<file path="src/rtl/bus2reg_arbiter.sv">
// Round-robin arbiter sharing one Bus2Reg master between two requesters, with a busy-cycle timeout.
// Latency: 1 cycle mN_req->bus_req, 1 cycle bus_ready->mN_ready; back-to-back grants at best every 3 cycles.
// Backpressure: requesters hold mN_req until mN_ready; bus_ready stalls the access for up to TIMEOUT_CYCLES cycles.
module bus2reg_arbiter #(
    parameter int DATA_WIDTH     = 32,
    parameter int ADDR_WIDTH     = 32,
    parameter int TIMEOUT_CYCLES = 255
) (
    input  logic                  ACLK,
    input  logic                  ARESETN,

    input  logic                  m0_req,
    input  logic                  m0_req_is_wr,
    input  logic [ADDR_WIDTH-1:0] m0_addr,
    input  logic [DATA_WIDTH-1:0] m0_wr_data,
    input  logic [DATA_WIDTH-1:0] m0_wr_biten,
    output logic                  m0_ready,
    output logic [DATA_WIDTH-1:0] m0_rd_data,
    output logic                  m0_err,

    input  logic                  m1_req,
    input  logic                  m1_req_is_wr,
    input  logic [ADDR_WIDTH-1:0] m1_addr,
    input  logic [DATA_WIDTH-1:0] m1_wr_data,
    input  logic [DATA_WIDTH-1:0] m1_wr_biten,
    output logic                  m1_ready,
    output logic [DATA_WIDTH-1:0] m1_rd_data,
    output logic                  m1_err,

    output logic                  bus_req,
    output logic                  bus_req_is_wr,
    output logic [ADDR_WIDTH-1:0] bus_addr,
    output logic [DATA_WIDTH-1:0] bus_wr_data,
    output logic [DATA_WIDTH-1:0] bus_wr_biten,
    output logic                  bus_req_stall_wr,
    output logic                  bus_req_stall_rd,
    input  logic                  bus_ready,
    input  logic [DATA_WIDTH-1:0] bus_rd_data
);

    localparam logic [1:0] ST_IDLE = 2'd0;
    localparam logic [1:0] ST_BUSY = 2'd1;
    localparam logic [1:0] ST_RESP = 2'd2;

    localparam int CNT_W     = (TIMEOUT_CYCLES > 0) ? $clog2(TIMEOUT_CYCLES + 1) : 1;
    localparam int TO_LAST_I = (TIMEOUT_CYCLES > 0) ? TIMEOUT_CYCLES - 1 : 0;
    localparam logic [CNT_W-1:0] TO_LAST = CNT_W'(TO_LAST_I);
    localparam logic TO_EN   = (TIMEOUT_CYCLES > 0);

    typedef struct packed {
        logic                  is_wr;
        logic [ADDR_WIDTH-1:0] addr;
        logic [DATA_WIDTH-1:0] wr_data;
        logic [DATA_WIDTH-1:0] wr_biten;
    } req_t;

    logic [1:0]            state;
    logic [1:0]            state_nxt;
    logic                  last_grant;
    logic                  grant;
    logic                  win;
    logic                  any_req;
    logic [CNT_W-1:0]      busy_cnt;
    req_t                  m0_fields;
    req_t                  m1_fields;
    req_t                  win_fields;
    req_t                  hold;
    logic                  done_ok;
    logic                  done_to;
    logic [DATA_WIDTH-1:0] done_data;

    assign m0_fields = {m0_req_is_wr, m0_addr, m0_wr_data, m0_wr_biten};
    assign m1_fields = {m1_req_is_wr, m1_addr, m1_wr_data, m1_wr_biten};
    assign any_req   = m0_req | m1_req;

    // On a tie the requester that did not win last time goes next.
    always_comb begin
        win = 1'b0;
        if (m0_req && m1_req) begin
            win = ~last_grant;
        end else if (m1_req) begin
            win = 1'b1;
        end
    end

    assign win_fields = win ? m1_fields : m0_fields;

    // A bus_ready on the last allowed cycle still counts as a normal completion.
    assign done_ok   = (state == ST_BUSY) && bus_ready;
    assign done_to   = (state == ST_BUSY) && !bus_ready && TO_EN && (busy_cnt == TO_LAST);
    assign done_data = done_ok ? bus_rd_data : '0;

    always_comb begin
        state_nxt = state;
        case (state)
            ST_IDLE: if (any_req) state_nxt = ST_BUSY;
            ST_BUSY: if (done_ok || done_to) state_nxt = ST_RESP;
            ST_RESP: state_nxt = ST_IDLE;
            default: state_nxt = ST_IDLE;
        endcase
    end

    always_ff @(posedge ACLK or negedge ARESETN) begin
        if (!ARESETN) begin
            state      <= ST_IDLE;
            last_grant <= 1'b1;
            grant      <= 1'b0;
            busy_cnt   <= '0;
            hold       <= '0;
        end else begin
            state <= state_nxt;
            if (state == ST_IDLE && any_req) begin
                grant      <= win;
                last_grant <= win;
                busy_cnt   <= '0;
                hold       <= win_fields;
            end else if (state == ST_BUSY) begin
                busy_cnt <= busy_cnt + CNT_W'(1);
            end
        end
    end

    // Read data and error persist per requester until its next completion.
    always_ff @(posedge ACLK or negedge ARESETN) begin
        if (!ARESETN) begin
            m0_rd_data <= '0;
            m0_err     <= 1'b0;
            m1_rd_data <= '0;
            m1_err     <= 1'b0;
        end else if (done_ok || done_to) begin
            if (grant) begin
                m1_rd_data <= done_data;
                m1_err     <= done_to;
            end else begin
                m0_rd_data <= done_data;
                m0_err     <= done_to;
            end
        end
    end

    assign m0_ready = (state == ST_RESP) && !grant;
    assign m1_ready = (state == ST_RESP) && grant;

    assign bus_req          = (state == ST_BUSY);
    assign bus_req_is_wr    = hold.is_wr;
    assign bus_addr         = hold.addr;
    assign bus_wr_data      = hold.wr_data;
    assign bus_wr_biten     = hold.wr_biten;
    assign bus_req_stall_wr = 1'b0;
    assign bus_req_stall_rd = 1'b0;

endmodule

</file>
<file path="config.mk">
export PLATFORM = sky130hd
export DESIGN_NAME = bus2reg_arbiter
export DESIGN_NICKNAME = d
export VERILOG_FILES = /design/src/rtl/bus2reg_arbiter.sv
export SDC_FILE = /design/constraint.sdc
export NUM_CORES = 1
export LEC_CHECK = 0
export BUFFER_PORTS_ARGS = -buffer_cell sky130_fd_sc_hd__buf_2
export CORE_AREA = 2 2 153 155
export DETAILED_ROUTE_END_ITERATION = 7
export DIE_AREA = 0 0 155 157
export GPL_ROUTABILITY_DRIVEN = 0
export MAX_ROUTING_LAYER = met4
export PLACE_DENSITY = 0.68
export SLEW_MARGIN = 5
export SYNTH_ARGS = -nofsm -noshare
export SYNTH_HDL_FRONTEND = slang
export SYNTH_SLANG_ARGS = --single-unit
</file>
<file path="constraint.sdc">
create_clock -name ACLK -period 4 [get_ports ACLK]
set_clock_uncertainty 0.15 [all_clocks]
set_input_delay 0.8 -clock ACLK [delete_from_list [all_inputs] [get_ports ACLK]]
set_output_delay 0.8 -clock ACLK [all_outputs]
set_load 0.02 [all_outputs]
</file>
==> results.toml <==
[layout]
final_cells = 1357
multi_input_area_um2 = 3670
fill_cells = 2083
fin_nets = 1281
seq_area_um2 = 4380
syn_to_final_growth_pct = 33.9
layout-drive-gt1-share_pct = 60.6

[logic_synthesis]
synth-seq-area-share_pct = 52.5
avgSynthCellArea_um2 = 12.4
syn-cell-area_um2 = 8340
synth_edf_count = 0
synthFlopType = "dfrtp_1"
synth_seq_cells = 175
ys_types = 36
ys_warn_count = 0
async_flop_share_pct = 100
synthCells = 671

[clock_tree]
cts_tree = "done"
ctsHoldBuffers = 0
cts_resized = 0
clockBufferDepth = 2
cts.htree.levels = 4
cts_buffers = 17
postCtsSetupRepairBufs = 0
path_clk_slew_ps = 80
cts_sinks = 175
cts_root_buf = "clkbuf_16"
clk_latency_ps = 420

[timing]
maxSlewViolCount = 0
hold_ws_ps = 235
worstMarginPinSlew_ps = 808
rsz0062_at_grt = "false"
finalSetupTns_ps = 0
finalSetupViolations = 0
hold_violations = 0
timing.slew.headroom_pct = 46.0
min_period_over_period_pct = 76.0
min_period_ps = 3040
clock.fmax_mhz = 329

[placement]
place_hpwl_um = 18300
dp_cells = 1314
io_buffers = 396

[routing]
num_vias = 6806
drt_wl_total_um = 25400
ant_nets = 0
drt_iter0_markers = 327
viasPerCell = 5.02
drt-pass1-iter-count = 5
drt_drc_violations_left = 0
wl_per_cell_um = 18.7

[power_and_ir_drop]
ir_worst_vdd_mv = 0.363
p_total_mw = 8.86
power_density_nw_per_um2 = 793
p_leak_nw = 5.31

[global_routing]
grt-ovfl-total = 0
grtUsageTotal_pct = 21.1
grt_start_max_net_pins = 81
grt_pass1_wl_um = 38500
antenna_found_initial = 11
grt_pass1_vias = 6924

[floorplanning]
fp.dieArea_um2 = 24300
die_w_um = 155
core_area_um2 = 22500
start_util_pct = 37.1
die_height_um = 157
io_pins = 399
core.rowCount = 55

[outcome]
run_status = "finished, final reports clean"

[setup_path]
path_class = "flip-flop to output pin"
setup.worst_path.start_class = "flip-flop"
crit_path_end_kind = "output pin"
cp.required_ps = 3050
critical_path.max_fanout = 34
cp.arrival_ps = 2090

[run]
drv_cap = 0

[worst_hold_path]
hold_path.class = "primary input to asynchronous set/reset pin"
-- power breakdown --
group | total, mW | switching, mW | internal, mW
clock | 1.67 | 0.780 | 0.889
sequential | 3.19 | 0.573 | 2.62
combinational | 4.00 | 2.31 | 1.69
-- Yosys cell counts (all sizes together), types with 3 or more instances --
library cell | instances | share of area (%)
nor3b | 3 | 0.27
dfrtp | 174 | 52
mux2 | 196 | 27
nand2 | 66 | 3.0
inv | 4 | 0.18
nor2 | 3 | 0.14
nand3 | 3 | 0.18
a22oi | 64 | 5.8
o21ai | 73 | 4.4
buf | 41 | 3.1
nor3 | 4 | 0.30
clkbuf | 14 | 0.63
-- through the flow --
step	cell area (um^2)	utilization (%)	worst slack (ps)
floorplan	8340	-	1650
global placement	10600	46.9	1150
detailed placement	10600	46.9	1100
CTS	11100	49.5	915
global route	11200	49.6	729
finish	11200	49.6	961
-- registers in the layout (all words and copies together), names as in the netlist --
signal         cells
grant              1
bus_addr          32
last_grant         1
m0_err             1
bus_wr_data       32
bus_wr_biten      32
m1_err             1
busy_cnt           8
m0_rd_data        32
state              2
bus_req_is_wr      1
m1_rd_data        32
-- cells by family after synthesis --
group / Yosys count / synth area share [%]
multiplexers: 198 / 27.4
other: 1 / 0.0450
AND/OR/NAND/NOR: 89 / 4.77
buffers and inverters: 60 / 3.98
flip-flops: 175 / 52.5
AO/OA/AOI/OAI: 146 / 11.0
adder cells (fa/ha/maj): 2 / 0.300
-- layer usage --
metal | wire length, um | global-route usage [%] | up-vias | share of wire, %
met1 | 10300 | 24.6 | 3339 | 41
li1 | - | - | 3195 | -
met5 | 0 | - | - | 0
met3 | 1880 | 6.47 | 25 | 7.4
met4 | 474 | 7.67 | 0 | 1.9
met2 | 12700 | 34.5 | 247 | 50
-- worst paths after layout --
path                                         start                           end  slack (ps)  depth (start not counted)
max                              grant$_DFFE_PN0P_                      m1_ready         960                          4
min                                        ARESETN  bus_wr_biten[24]$_DFFE_PN0P_         240                          1
max reg2reg                 last_grant$_DFFE_PN1P_       bus_addr[5]$_DFFE_PN0P_        1700                          4
min reg2reg                busy_cnt[7]$_DFFE_PN0P_       busy_cnt[7]$_DFFE_PN0P_         340                          1
max in group asynchronous                  ARESETN    m1_rd_data[26]$_DFFE_PN0P_        2550                          2
min in group ACLK          busy_cnt[7]$_DFFE_PN0P_       busy_cnt[7]$_DFFE_PN0P_         340                          1
-- cell type report --
type                       count  share of cell area, %
clock buffer                  19                   3.88
antenna                       11                  0.247
sequential                   175                   39.2
inverter                       5                  0.168
multi-input combinational    437                   32.9
tap                          285                   3.19
clock inverter                13                   1.30
timing repair buffer         412                   19.1
-- critical path: stages, from the launching register on --
cell,delay (ps)
dfrtp_1,800
clkinv_1,140
buf_4,300
nor3b_1,210
buf_2,210
-- cells in the final DEF (no fill, tap or decap), types with 4 or more instances in the layout --
cell | netlist | routed
clkbuf_16 | 0 | 17
diode_2 | 0 | 11
buf_4 | 15 | 14
mux2_4 | 16 | 16
a22oi_1 | 64 | 64
buf_2 | 22 | 395
mux2_2 | 180 | 180
nand2_1 | 66 | 66
o21ai_0 | 73 | 73
clkinv_4 | 0 | 4
dfrtp_1 | 174 | 174
inv_8 | 0 | 4
inv_6 | 0 | 4
inv_1 | 4 | 4
Note: power is estimated with default switching activity, not from simulation.
